$ cat src/rtl/bist_pkg.sv
// bist_pkg: controller state type and default TPG/MISR constants for bist_engine.
package bist_pkg;
    typedef enum logic [1:0] {IDLE, RUN, DONE} state_t;
    localparam int          DEF_W     = 4;
    localparam int          DEF_R     = 3;
    localparam int          DEF_N_PAT = 15;
    localparam logic [31:0] DEF_POLY  = 32'h2;
    localparam logic [31:0] DEF_SEED  = 32'hffff_ffff;
endpackage

$ cat src/rtl/lfsr_galois.sv
// lfsr_galois: Galois LFSR with parallel data injection; TPG when d=0, MISR otherwise.
module lfsr_galois
    import bist_pkg::*;
#(
    parameter int           N    = DEF_W,
    parameter logic [N-1:0] POLY = N'(DEF_POLY),
    parameter logic [N-1:0] INIT = '0
) (
    input  logic         clk,
    input  logic         rst,
    input  logic         load,
    input  logic [N-1:0] load_val,
    input  logic         en,
    input  logic [N-1:0] d,
    output logic [N-1:0] q
);
    logic [N-1:0] nxt;
    // Bit 0 of POLY is ignored: stage 0 always takes the MSB directly
    always_comb nxt = {q[N-2:0], q[N-1]} ^ ({N{q[N-1]}} & {POLY[N-1:1], 1'b0}) ^ d;
    always_ff @(posedge clk or negedge rst)
        if (!rst)
            q <= INIT;
        else if (load)
            q <= load_val;
        else if (en)
            q <= nxt;
endmodule

$ cat src/rtl/bist_engine.sv
// bist_engine: LFSR pattern generator + MISR compactor with run/compare controller.
// RESP_PIPE_EN registers dut_resp before the MISR and stretches RUN by one cycle.
module bist_engine
    import bist_pkg::*;
#(
    parameter int           W      = DEF_W,
    parameter logic [W-1:0] POLY   = W'(DEF_POLY),
    parameter logic [W-1:0] SEED   = W'(DEF_SEED),
    parameter int           R      = DEF_R,
    parameter logic [R-1:0] MPOLY  = R'(DEF_POLY),
    parameter int           N_PAT  = DEF_N_PAT,
    parameter logic [R-1:0] GOLDEN = '0
) (
    input  logic         clk,
    input  logic         rst,
    input  logic         start,
    output logic [W-1:0] tpg_q,
    input  logic [R-1:0] dut_resp,
    output logic         busy,
    output logic         done,
    output logic         pass,
    output logic [R-1:0] sig
);
    localparam int CW = $clog2(N_PAT + 1);
`ifdef RESP_PIPE_EN
    localparam logic [CW-1:0] LAST = CW'(N_PAT);
`else
    localparam logic [CW-1:0] LAST = CW'(N_PAT - 1);
`endif
    state_t        state;
    logic [CW-1:0] count;
    logic [R-1:0]  resp;
    logic          go;
    logic          misr_en;
    assign busy = state == RUN;
    assign done = state == DONE;
    assign go   = start && !busy;
    assign pass = done && sig == GOLDEN;
`ifdef RESP_PIPE_EN
    always_ff @(posedge clk or negedge rst)
        if (!rst)
            resp <= '0;
        else
            resp <= dut_resp;
    // First RUN cycle holds no valid registered response yet
    assign misr_en = busy && count != '0;
`else
    assign resp    = dut_resp;
    assign misr_en = busy;
`endif
    always_ff @(posedge clk or negedge rst)
        if (!rst) begin
            state <= IDLE;
            count <= '0;
        end else begin
            state <= go ? RUN : (busy && count == LAST) ? DONE : state;
            count <= go ? '0 : (busy && count != LAST) ? count + 1'b1 : count;
        end
    lfsr_galois #(.N(W), .POLY(POLY), .INIT(SEED)) u_tpg (
        .clk(clk), .rst(rst), .load(go), .load_val(SEED),
        .en(busy), .d({W{1'b0}}), .q(tpg_q)
    );
    lfsr_galois #(.N(R), .POLY(MPOLY), .INIT({R{1'b0}})) u_misr (
        .clk(clk), .rst(rst), .load(go), .load_val({R{1'b0}}),
        .en(misr_en), .d(resp), .q(sig)
    );
endmodule

$ cat config.mk
export PLATFORM = sky130hd
export DESIGN_NAME = bist_engine
export DESIGN_NICKNAME = d
export VERILOG_FILES = /design/src/rtl/bist_pkg.sv /design/src/rtl/lfsr_galois.sv /design/src/rtl/bist_engine.sv
export SDC_FILE = /design/constraint.sdc
export NUM_CORES = 1
export LEC_CHECK = 0
export ABC_AREA = 1
export ABC_CLOCK_PERIOD_IN_PS = 1500
export BUFFER_PORTS_ARGS = -buffer_cell sky130_fd_sc_hd__buf_2
export CAP_MARGIN = 25
export CORE_MARGIN = 5
export CORE_UTILIZATION = 35
export CTS_CLUSTER_DIAMETER = 60
export DETAILED_ROUTE_END_ITERATION = 10
export PLACE_DENSITY_LB_ADDON = 0.15
export RECOVER_POWER = 100
export SETUP_SLACK_MARGIN = 0.05
export SYNTH_ARGS = -nofsm -noshare
export SYNTH_HDL_FRONTEND = slang
export SYNTH_SLANG_ARGS = --single-unit
$ cat constraint.sdc
create_clock -name clk -period 1.5 [get_ports clk]
set_input_delay 0.075 -clock clk [delete_from_list [all_inputs] [get_ports clk]]
set_output_delay 0.075 -clock clk [all_outputs]
set_load 0.02 [all_outputs]
==> qor.csv, run 1 <==
metric;value;unit
routed_wl;1260;microns
setup_viol;0;
worst_clock_skew;4.24;ps
post-route-util;45.0;%
grt-ovfl-total;0;
cts-root-buf;clkbuf_4;
dp_cells;115;
hold_start;start;
switching_share;47.0;%
synth_edf_count;0;
start_util;37.9;%
drive_gt1_share;20.0;%
yosys.area.top_type;dfrtp_1;
grt_first_pass_wirelength;2430;microns
final_cells;120;
slew_headroom;55.3;%
synth_nets;83;
tns;0;ps
numClockSinks;13;
leakagePower;0.388;nW
crit_start;u_misr.q[2];
rows;15;
reg2reg_from;state[1];
fp.dieW;53.7;microns
cts.clk_slew.worst_paths;80;ps
grt.total_usage;11.8;%
p_seq_share;40.6;%
drc;0;
insertion_delay;270;ps
fin_crit_sh;85.9;%
timing.fmax;776;MHz
p_int;0.996;mW
dpl_cell_area;774;sq um
crit_arrival;1210;ps
first_pass_iters;4;
cts_setup_buffers;0;
grt_pass1_vias;548;
hp-class;primary input to flip-flop;
final_area;795;sq um
numPortBuffers;15;
clockPowerShare;11.1;%
ys_seq_area_share;49.4;%
cap_violations;0;
nets;104;
drtIter0Drc;11;
netlist_area;668;sq um
worstSetupEndpointType;output port;
rsz0062_at_grt;false;
yosysWarnings;0;
worst_slew_pin_slew;671;ps
ys_types;20;
clockBufferDepth;2;
vias_per_cell;4.68;
gp_congestion;0.687;
fin_crit;1290;ps
antennaDiodeCount;0;
layout_setup_ws;212;ps
wl_per_cell;10.5;microns
vdd_drop_max;1.15;mV
synth_top_cell_area_share;33.7;%
grt_max_degree;14;
hold_viol_final;0;
ant_nets;0;
p_per_area;2360;mW/mm^2
p_sw;0.882;mW
synth_seq_cells;13;
crit_path_max_fanout;5;
tritoncts;yes;
reg2reg_slack;250;ps
cts_max_level;1;
synth_flop_cell;dfrtp_1;
synth_area_per_cell;8.91;sq um
post-place-ws;282;ps
comb_power_share;48.3;%
outcome;finished, final reports clean;
path_class;flip-flop to output port;
cp_data_required_time;1420;ps
slew_viol_final;0;
cts_buffers;3;
die_h;53.7;microns
netlist_instances;75;
dieArea;0.00288;sq mm
area_growth;18.9;%
antenna_found_initial;0;
critPathLaunchType;flip-flop;
hpwlAfterDp;993;microns
synth.area.top_cells;dfrtp_1 34%, dfstp_2 16%, nand3_1 8.2%;
io_pins;16;
vias;561;
num-fill-cells;207;
synthArstFlopShare;100;%
core_area;0.00176;sq mm
## stage by stage
step           hold slack [ps]  power [mW]
5_1_grt                   95.1        2.11
6_report                  63.5        1.88
4_1_cts                   51.1        1.96
2_1_floorplan             -221        1.47
3_3_place_gp             -23.7        1.72
3_5_place_dp             -24.0        1.74
## critical path, cell delays in order, from the launching register on
cell	delay (ps)
dfrtp_1	420
inv_1	90
nand2_1	100
nor4_2	130
clkbuf_2	200
## final cells by class
type	count	area (sq um)	area share, %
Sequential cell	13	330	41.6
Multi-Input combinational cell	50	288	36.2
Timing Repair Buffer	16	72.6	9.13
Inverter	12	46.3	5.83
Tap cell	25	31.3	3.94
Clock buffer	4	26.3	3.31
## cell usage in the layout (no fill, tap or decap), drive strengths merged
| cell type | count |
|---|---|
| clkbuf | 15 |
| nand3 | 11 |
| dlygate4sd3 | 1 |
| or2 | 1 |
| nor4 | 1 |
| dfstp | 4 |
| xnor2 | 1 |
| o22ai | 5 |
| nand4 | 1 |
| xor2 | 1 |
| inv | 11 |
| nand2 | 18 |
| dfrtp | 9 |
| nor2 | 4 |
| o21ai | 5 |
| clkinv | 1 |
| ha | 2 |
| buf | 4 |
## final timing paths
kind | to | cells after the start
max | pass | 4
min | state[1] | 2
max reg2reg | state[0] | 5
min reg2reg | u_tpg.q[0] | 2
max in group asynchronous | count[2] | 2
min in group asynchronous | u_misr.q[2] | 2
## state kept, by name, indices dropped and copies added, names as in the netlist
signal / cells
u_tpg.q: 4
state: 2
u_misr.q: 3
count: 4
## power by group through the flow
| stage | clock network, mW | registers (mW) | logic, mW |
|---|---|---|---|
| after floorplan | 0 | 0.866 | 0.609 |
| after global placement | 0 | 0.762 | 0.956 |
| after detailed placement | 0 | 0.769 | 0.973 |
| after CTS | 0.224 | 0.763 | 0.975 |
| after global routing | 0.240 | 0.802 | 1.07 |
| final | 0.208 | 0.763 | 0.906 |
## metal layers
| layer | up-vias | share of wire [%] | GRT usage (%) |
|---|---|---|---|
| met5 | - | 0 | 0 |
| met1 | 255 | 45 | 15.4 |
| met2 | 13 | 46 | 18.1 |
| li1 | 291 | - | - |
| met3 | 2 | 7.6 | 3.05 |
| met4 | 0 | 1.3 | 5.11 |
## logic make-up after synthesis
family,Yosys count,share of synthesized area (%)
adders and majority gates,2,3.74
AOI/OAI and AO/OA,10,8.43
and+or+nand+nor,36,28.8
DFF,13,49.4
buffers and inverters,12,6.93
xor gates and xnor gates,2,2.62
## timing repair
action	4_1_cts	5_1_grt
setup endpoints to repair	0	1
hold endpoints to repair	13	0
resized for setup	0	1
hold buffers	1	0
## cell usage after synthesis (2+ instances only)
master,number
inv_2,2
o22ai_1,5
nor2_1,3
nand2_1,14
nand2_4,2
nand3_1,11
nand2_2,2
dfstp_2,4
o21ai_1,2
dfrtp_1,9
o21ai_0,3
ha_1,2
inv_1,9
Note: power is estimated with default switching activity, not from simulation.
==> run 2: changes to the inputs <==
CELL_PAD_IN_SITES_DETAIL_PLACEMENT = 2   (was unset)
CELL_PAD_IN_SITES_GLOBAL_PLACEMENT = 2   (was unset)
CORE_UTILIZATION = 29   (was 35)
==> run 2 against run 1 <==
Maximum frequency is 6.5% lower. Non-clock buffer count is the same. Sequential cell count unchanged.
==> qor.csv, run 2 (synthesis gave the netlist of run 1 again) <==
metric;value;unit;change
clockBufferDepth;2;;unchanged
numPortBuffers;15;;unchanged
area_growth;18.2;%;
critPathMaxStageDelay;430;ps;about the same
antenna_found_initial;0;;unchanged
r2r_end;count[0];;
insertion_delay;280;ps;about the same
cts_buffers;3;;unchanged
die_h;58;microns;+8.0%
grt.total_usage;11.7;%;-0.058 points
leakagePower;0.388;nW;-0.16%
outcome;finished, final reports clean;;
cts.clk_slew.worst_paths;80;ps;about the same
vdd_drop_max;0.996;mV;-13%
core_area;0.00221;sq mm;+25%
dpl_cell_area;778;sq um;+0.48%
final_area;790;sq um;-0.63%
reg2reg_from;state[1];;
nets;104;;unchanged
grt_pass1_vias;650;;+19%
fin_crit_sh;91.8;%;+6.0 points
dieArea;0.00336;sq mm;+17%
cp_cell_sequence;inv_1 -> nand2_1 -> nor4_1 -> clkbuf_2;;
worst_slew_pin_slew;694;ps;+22.7 ps
fin_crit;1380;ps;+89.3 ps
setup_viol;0;;unchanged
tns;0;ps;unchanged
drive_gt1_share;17.9;%;-2.1 points
path_delay_family;flip-flops;;
hold_start;start;;
first_pass_iters;2;;-2
crit_arrival;1300;ps;+90 ps
numClockSinks;13;;unchanged
drc;0;;unchanged
start_util;30.2;%;-7.7 points
critPathBufInv;2;;unchanged
cts-root-buf;clkbuf_4;;
hp-class;primary input to flip-flop;;
postCtsHoldBufs;1;;unchanged
hpwlAfterDp;1310;microns;+32%
grt_max_degree;14;;unchanged
vias_per_cell;4.79;;+2.4%
min_to;state[1];;
io_pins;16;;unchanged
cts_max_level;1;;unchanged
layout_commonest_cell;nand2_1;;
wl_per_cell;13.3;microns;+27%
rows;17;;+2
timing.fmax;726;MHz;-6.5%
ff2ff_path_depth;5;;unchanged
routed_wl;1640;microns;+31%
worstHoldPathCells;2;;unchanged
worstSetupEndpointType;output port;;
reg_top3;count: 4 flops, u_tpg.q: 4 flops, u_misr.q: 3 flops;;
grt_first_pass_wirelength;2950;microns;+21%
vias;589;;+5.0%
hold_viol_final;0;;unchanged
cap_violations;0;;unchanged
grt-ovfl-total;0;;unchanged
ant_nets;0;;unchanged
critPathLaunchType;flip-flop;;
drtIter0Drc;1;;-10
design_power_total;1.93;mW;+2.7%
antennaDiodeCount;0;;unchanged
final_cells;123;;+2.5%
fp.dieW;58;microns;+8.0%
reg2reg_slack;170;ps;-80 ps
gp_congestion;0.682;;-0.77%
cp_data_required_time;1420;ps;about the same
rsz0062_at_grt;false;;
cts_resized;0;;unchanged
slew_headroom;53.7;%;-1.5 points
cts_setup_buffers;0;;unchanged
path_class;flip-flop to output port;;
crit_path_max_fanout;5;;unchanged
worst_clock_skew;5.92;ps;+1.67 ps
dp_cells;118;;+2.6%
p_per_area;2440;mW/mm^2;+3.3%
final_cell_mix;17 x nand2_1, 11 x nand3_1, 11 x clkbuf_1;;
slew_viol_final;0;;unchanged
slowest_stage;dfrtp_1;;
tritoncts;yes;;
num-fill-cells;278;;+34%
[run 2: cell count changes in the layout (fill, tap and decap cells not counted)]
| cell | delta |
|---|---|
| o21ai_0 | -1 |
| nand2_2 | -1 |
| nand2_1 | +1 |
| nor4_2 | -1 |
| nor4_1 | +1 |
| o21ai_1 | +1 |
[run 2: layout make-up]
type                       instances  area, sq um  area share, %
inverter                          12         46.3           5.86
sequential                        13          330           41.8
multi-input combinational         50          279           35.3
clock buffer                       4         26.3           3.33
timing repair buffer              16         72.6           9.19
tap                               28         35.0           4.44
[run 2: where the power goes]
part	total (mW)	switching [mW]	internal, mW
sequential	0.764	0.193	0.571
combinational	0.938	0.613	0.325
clock	0.226	0.123	0.103
total	1.93	0.929	0.999
[run 2: worst max-delay path by stage]
stage / start / to / cells after the start
CTS: u_misr.q[2] / pass / 4
detailed placement: count[0] / state[0] / 6
floorplan: u_misr.q[2] / pass / 3
global placement: count[0] / state[0] / 6
finish: u_misr.q[2] / pass / 4
global route: u_misr.q[2] / pass / 4
[run 2: routing by layer]
| metal | global-route usage [%] | part of all wire, % | wire length (microns) |
|---|---|---|---|
| met1 | 13.6 | 44 | 725 |
| met2 | 19.4 | 48 | 787 |
| met3 | 2.23 | 4.7 | 77 |
| met4 | 7.95 | 3.1 | 51 |
| met5 | 0 | 0 | 0 |
[run 2: metrics by stage]
| step | worst slack (ps) | hold slack [ps] | util, % |
|---|---|---|---|
| floorplan | 157 | -221 | - |
| global placement | 300 | -18.7 | 35.2 |
| detailed placement | 238 | -21.7 | 35.2 |
| CTS | 122 | 56.5 | 36.8 |
| global route | 26.9 | 73.3 | 35.7 |
| finish | 123 | 59.9 | 35.7 |
